## config.mk

```make
export PLATFORM = sky130hd
export DESIGN_NAME = hilo_ctrl
export DESIGN_NICKNAME = d
export VERILOG_FILES = /design/src/rtl/hilo_ctrl.sv
export SDC_FILE = /design/constraint.sdc
export NUM_CORES = 1
export LEC_CHECK = 0
export CORE_AREA = 2 2 154 156
export DETAILED_ROUTE_END_ITERATION = 10
export DIE_AREA = 0 0 156 158
export PLACE_DENSITY = 0.77
export SLEW_MARGIN = 20
export SYNTH_ARGS = -nofsm -noshare
export SYNTH_HDL_FRONTEND = slang
export SYNTH_SLANG_ARGS = --single-unit
```

## constraint.sdc

```tcl
create_clock -name clk -period 2.6 [get_ports clk]
set_clock_uncertainty 0.2 [all_clocks]
set_input_delay 0.52 -clock clk [delete_from_list [all_inputs] [get_ports clk]]
set_output_delay 0.52 -clock clk [all_outputs]
set_load 0.005 [all_outputs]
```

## src/rtl/hilo_ctrl.sv

```systemverilog
// hilo_ctrl
//   Owns the HI/LO architectural registers and sequences the external
//   pipelined multiplier and iterative divider for MULT/MULTU/DIV/DIVU,
//   plus direct MTHI/MTLO writes. An exception flush (cancel) aborts an
//   in-flight operation without touching HI/LO.
//
// Ports
//   clk, resetn                  clock, synchronous active-low reset
//   op_valid/op_type/op_a/op_b   operation request (accepted on op_valid && op_ready)
//   op_ready                     IDLE and not being flushed
//   cancel                       exception flush, highest priority
//   mul_start/mul_signed/mul_a/mul_b    registered multiplier request
//   mul_result                   {hi, lo} product, valid MUL_LAT cycles after mul_start
//   div_start/div_signed/div_dividend/div_divisor  registered divider request
//   div_cancel                   one-cycle abort pulse to the divider
//   div_complete/div_quotient/div_remainder        divider result
//   hi, lo                       architectural HI/LO
//   busy                         a multiply or divide is in flight
module hilo_ctrl #(
  parameter int MUL_LAT = 2  // legal range 1..15
) (
  input  logic        clk,
  input  logic        resetn,
  input  logic        op_valid,
  input  logic [2:0]  op_type,
  input  logic [31:0] op_a,
  input  logic [31:0] op_b,
  output logic        op_ready,
  input  logic        cancel,
  output logic        mul_start,
  output logic        mul_signed,
  output logic [31:0] mul_a,
  output logic [31:0] mul_b,
  input  logic [63:0] mul_result,
  output logic        div_start,
  output logic        div_signed,
  output logic [31:0] div_dividend,
  output logic [31:0] div_divisor,
  output logic        div_cancel,
  input  logic        div_complete,
  input  logic [31:0] div_quotient,
  input  logic [31:0] div_remainder,
  output logic [31:0] hi,
  output logic [31:0] lo,
  output logic        busy
);

  typedef enum logic [1:0] {IDLE, MUL_RUN, DIV_RUN} state_t;

  typedef enum logic [2:0] {
    OP_MULT  = 3'd0,
    OP_MULTU = 3'd1,
    OP_DIV   = 3'd2,
    OP_DIVU  = 3'd3,
    OP_MTHI  = 3'd4,
    OP_MTLO  = 3'd5
  } op_t;

  localparam logic [3:0] MUL_LAT_C = 4'(MUL_LAT);

  state_t     state, state_next;
  logic [3:0] cnt, cnt_next;

  logic accept;
  logic take_mul, take_div;   // launch a multiply / divide at this edge
  logic wr_mul, wr_div;       // retire a result into HI/LO at this edge
  logic wr_hi_op, wr_lo_op;   // MTHI / MTLO at this edge
  logic abort_div;            // flush while the divider is running

  assign op_ready = (state == IDLE) && !cancel;
  assign busy     = (state != IDLE);
  assign accept   = op_valid && op_ready;

  // NOTE: every signal driven here gets a default first, so no path can
  // leave one unassigned and infer a latch.
  always_comb begin
    state_next = state;
    cnt_next   = cnt;
    take_mul   = 1'b0;
    take_div   = 1'b0;
    wr_mul     = 1'b0;
    wr_div     = 1'b0;
    wr_hi_op   = 1'b0;
    wr_lo_op   = 1'b0;
    abort_div  = 1'b0;

    case (state)
      IDLE: begin
        if (accept) begin
          case (op_type)
            OP_MULT, OP_MULTU: begin
              take_mul   = 1'b1;
              cnt_next   = 4'd0;
              state_next = MUL_RUN;
            end
            OP_DIV, OP_DIVU: begin
              // Divide by zero is architecturally undefined: keep HI/LO
              // and never wake the divider.
              if (op_b != '0) begin
                take_div   = 1'b1;
                state_next = DIV_RUN;
              end
            end
            OP_MTHI: wr_hi_op = 1'b1;
            OP_MTLO: wr_lo_op = 1'b1;
            default: ;  // reserved codes are accepted and dropped
          endcase
        end
      end

      MUL_RUN: begin
        if (cancel) begin
          state_next = IDLE;
          cnt_next   = 4'd0;
        end else if (cnt == MUL_LAT_C) begin
          wr_mul     = 1'b1;
          state_next = IDLE;
          cnt_next   = 4'd0;
        end else begin
          cnt_next = cnt + 4'd1;
        end
      end

      DIV_RUN: begin
        if (cancel) begin
          abort_div  = 1'b1;
          state_next = IDLE;
        end else if (div_complete && !div_start) begin
          // A completion seen in the start cycle belongs to no request of
          // ours, so only later pulses retire the divide.
          wr_div     = 1'b1;
          state_next = IDLE;
        end
      end

      default: state_next = IDLE;
    endcase
  end

  // NOTE: sequential state uses non-blocking assignments so every register
  // samples pre-edge values regardless of evaluation order.
  always_ff @(posedge clk) begin
    if (!resetn) begin
      state <= IDLE;
      cnt   <= 4'd0;
    end else begin
      state <= state_next;
      cnt   <= cnt_next;
    end
  end

  always_ff @(posedge clk) begin
    if (!resetn) begin
      mul_start    <= 1'b0;
      mul_signed   <= 1'b0;
      mul_a        <= '0;
      mul_b        <= '0;
      div_start    <= 1'b0;
      div_signed   <= 1'b0;
      div_dividend <= '0;
      div_divisor  <= '0;
      div_cancel   <= 1'b0;
      hi           <= '0;
      lo           <= '0;
    end else begin
      // Start pulses are registered from the acceptance decision, so they
      // occupy exactly the first cycle of the run state.
      mul_start  <= take_mul;
      div_start  <= take_div;
      div_cancel <= abort_div;

      if (take_mul) begin
        mul_a      <= op_a;
        mul_b      <= op_b;
        mul_signed <= (op_type == OP_MULT);
      end

      if (take_div) begin
        div_dividend <= op_a;
        div_divisor  <= op_b;
        div_signed   <= (op_type == OP_DIV);
      end

      // Result writes and MTHI/MTLO are mutually exclusive by state.
      if (wr_mul) begin
        hi <= mul_result[63:32];
        lo <= mul_result[31:0];
      end else if (wr_div) begin
        hi <= div_remainder;
        lo <= div_quotient;
      end else begin
        if (wr_hi_op) hi <= op_a;
        if (wr_lo_op) lo <= op_a;
      end
    end
  end

endmodule

```

==> impl_metrics.sql <==
INSERT INTO impl_metrics (metric_group, metric, value, unit) VALUES
('status', 'outcome', 'finished, final reports clean', ''),
('timing', 'timing.final.crit_share', '95.4', '%'),
('drt', 'detail_route.wl_per_cell', '18.7', 'um'),
('hold_path', 'hold_class', 'in -> reg', ''),
('drt', 'detailedRoute.firstPassIterationCount', '6', ''),
('cells_and_area', 'layout-area-overhead-vs-synth', '57.9', '%'),
('setup_path', 'worstPathCellList', 'nor2_4, inv_2, nor2_1, clkdlybuf4s50_1', ''),
('setup_path', 'cp_slowest_stage_delay', '0.50', 'ns'),
('setup_path', 'r2r_start', 'cnt[0]', ''),
('clocking', 'clk_latency', '0.50', 'ns'),
('logic_synthesis', 'synth.net_count', '1301', ''),
('logic_synthesis', 'syn_area', '9240', 'um2'),
('timing', 'tightest_slew', '0.633', 'ns'),
('place', 'gp_congestion', '0.905', ''),
('grt', 'grt_remaining_overflow', '0', ''),
('timing', 'final_hold_viol_count', '0', ''),
('timing', 'rsz_0062_raised_after_global_routing', 'no', ''),
('floorplan', 'floorplan.die.height', '158', 'um'),
('floorplan', 'ios', '399', ''),
('floorplan', 'placement_rows', '56', ''),
('power', 'cellLeakagePower', '0.00570', 'uW'),
('logic_synthesis', 'synth.yosys.seq_area_share', '44.0', '%'),
('drt', 'drc_errors', '0', ''),
('drt', 'drt_iter0_markers', '552', ''),
('clocking', 'clockBufferDepth', '3', ''),
('cells_and_area', 'nets', '1703', ''),
('setup_path', 'crit_start', 'state[1]', ''),
('grt', 'grt.total_usage', '26.1', '%'),
('timing', 'setup_violations', '0', ''),
('clocking', 'cts_tree', 'built', ''),
('clocking', 'clock-sinks', '203', ''),
('logic_synthesis', 'yosysTopAreaCellShare', '44.0', '%'),
('logic_synthesis', 'yosys_warnings', '0', ''),
('setup_path', 'worst_ep_required_time', '1.88', 'ns'),
('run', 'drv_cap', '0', ''),
('grt', 'grt_start_max_net_pins', '97', ''),
('grt', 'global_route_wire_length_before_repair', '50700', 'um'),
('timing', 'timing.final.crit_period', '2.48', 'ns'),
('power', 'powerDensity', '517', 'nW/um2'),
('clocking', 'cts-root-buf', 'clkbuf_16', ''),
('setup_path', 'critical_path.top_delay_family', 'buffers and inverters', ''),
('clocking', 'post_cts_buffers', '0', ''),
('logic_synthesis', 'postSynthAreaPerCell', '8.41', 'um2'),
('grt', 'first_global_vias', '9188', ''),
('place', 'final_hpwl_from_detailed_placement', '24600', 'um'),
('logic_synthesis', 'yosysTopAreaCell', 'dfxtp_1', ''),
('timing', 'timing.slew.headroom', '57.8', '%'),
('power', 'worst_ir_drop_vdd', '444', 'uV'),
('place', 'post_dp_cell_area', '13800', 'um2'),
('cells_and_area', 'antennaDiodeCount', '0', ''),
('grt', 'initial_antenna_violation_count', '0', ''),
('logic_synthesis', 'synth_async_sr_flop_share', '0', '%'),
('setup_path', 'critical_path_buf_inv_count', '2', ''),
('drt', 'routed_via_density', '5.19', ''),
('floorplan', 'die_area', '24600', 'um2'),
('setup_path', 'worstSetupStartpointType', 'register', ''),
('timing', 'max_freq', '403', 'MHz'),
('setup_path', 'cp_endpoint_kind', 'output port', ''),
('drt', 'route.antenna.remaining_nets', '0', ''),
('floorplan', 'die_x', '156', 'um'),
('logic_synthesis', 'synthFlopType', 'dfxtp_1', ''),
('logic_synthesis', 'synthCells', '1099', ''),
('clocking', 'cts_buffers', '23', ''),
('logic_synthesis', 'ys_seq_elements', '203', ''),
('setup_path', 'critPathArrivalTime', '1.76', 'ns'),
('clocking', 'htreeDepth', '1', ''),
('logic_synthesis', 'post_synth_num_cell_types', '49', ''),
('timing', 'totalNegativeSetupSlack', '0', 'ns'),
('cells_and_area', 'postLayoutCellArea', '14600', 'um2'),
('floorplan', 'core', '23100', 'um2'),
('logic_synthesis', 'ys_top_cells_by_area', 'dfxtp_1, nand2_1, mux2i_1, o211a_1, o32ai_2', ''),
('logic_synthesis', 'synth_edf_count', '0', ''),
('hold_path', 'hold_start', 'resetn', ''),
('floorplan', 'start_util', '40.1', '%'),
('drt', 'detail_route.wirelength', '33800', 'um'),
('clocking', 'clock_edge_transition_at_the_registers_on_the_reported_setup_and_hold_paths', '0.06', 'ns'),
('setup_path', 'worstSetupPathType', 'reg -> out', ''),
('cells_and_area', 'post_route_cells_drive_above_1_share', '10.0', '%'),
('timing', 'whs', '0.180', 'ns'),
('setup_path', 'worstPathMaxFanout', '5', ''),
('drt', 'route.vias.total', '9386', ''),
('place', 'port_buffers', '398', ''),
('setup_path', 'timing.critical_path.slowest_stage_cell', 'clkdlybuf4s50_1', ''),
('timing', 'timing_max_transition_violations_final', '0', '');
stage by stage:
stage	setup slack, ns	cells	total power, uW	util (%)
after CTS	0.0225	1807	7590	63.3
after floorplan	0.370	1099	3650	-
after global placement	-0.173	1766	4320	60.0
after detailed placement	-0.154	1766	4330	60.0
final	0.119	1807	7540	63.3
after global routing	0.0301	1807	7800	63.3
cell type report:
cell class,instances,area (um2)
fill,1983,8460
sequential,203,4060
clock inverter,10,103
timing repair buffer,465,4630
tap,290,363
inverter,132,495
multi-input combinational,676,4280
clock buffer,31,656
repair_timing:
action | 4_1_cts | 5_1_grt
endpoints found under the setup margin | 0 | 1
resized for setup | 0 | 1
endpoints found under the hold margin | 0 | 0
hold buffers | 0 | 0
where the power goes:
part           switching, uW  internal [uW]
sequential              42.4           3180
combinational            446            596
clock                   1310           1960
total                   1800           5740
flip-flops by register name, indices dropped and copies added (netlist names), 2 cells and up:
| name | cells |
|---|---|
| hi | 32 |
| div_dividend | 32 |
| div_divisor | 32 |
| mul_a | 32 |
| lo | 32 |
| cnt | 4 |
| state | 2 |
| mul_b | 32 |
Yosys cell counts, drive strengths merged, types with 3 or more instances:
cell type,instances
o211a,62
inv,131
mux2i,66
nand2,260
o32ai,62
o211ai,4
a21oi,65
nor2,73
buf,34
nand4,3
clkbuf,54
nor3,3
dfxtp,203
o21ai,34
nor4,9
worst register-to-register path: stages (launching register included):
cell and delay [ns]:
dfxtp_1 0.32, inv_1 0.09, ha_1 0.15, or3b_2 0.50, or2_4 0.31, buf_4 0.30, o211a_1 0.23, o32ai_1 0.25
per-layer routing:
layer | routed length [um] | part of all wire, % | vias up | track usage (%)
li1 | - | - | 4472 | -
met1 | 13900 | 41 | 4410 | 32.8
met2 | 16000 | 47 | 434 | 44.4
met3 | 2730 | 8.1 | 68 | 5.47
met4 | 1200 | 3.5 | 2 | 9.57
met5 | 6 | 0.018 | - | 0
worst paths after layout:
path                           end  slack, ns  depth (start not counted)
setup / recovery          op_ready       0.12                          4
hold / removal    div_dividend[16]       0.18                          3
setup reg to reg             hi[4]       0.14                          7
hold reg to reg          mul_b[27]       0.25                          2
cells by family after synthesis:
| family | after synthesis | share of synthesized area (%) |
|---|---|---|
| flip-flops | 203 | 44.0 |
| multiplexers | 66 | 7.15 |
| adder cells (fa/ha/maj) | 2 | 0.271 |
| XOR/XNOR | 3 | 0.284 |
| AO/OA/AOI/OAI | 238 | 21.9 |
| buffers and inverters | 220 | 10.1 |
| AND/OR/NAND/NOR | 367 | 16.3 |
placed cells by master (no fill, tap or decap), types with 3 or more instances in the layout:
cell type	Yosys	routed
inv_1	130	130
nor2_1	72	72
buf_4	1	56
o211a_1	62	62
nor3_1	3	3
nand4_1	3	3
o32ai_1	31	31
clkbuf_16	0	23
dfxtp_1	203	203
o211ai_1	4	4
clkdlybuf4s50_1	0	396
a21oi_1	65	65
nand2_1	260	259
nor4_1	9	9
mux2i_1	66	66
clkinv_2	0	7
clkbuf_1	54	3
buf_12	0	12
o32ai_2	31	31
clkbuf_8	0	5
o21ai_0	34	34
No activity file was read; power rests on OpenSTA's default activity.
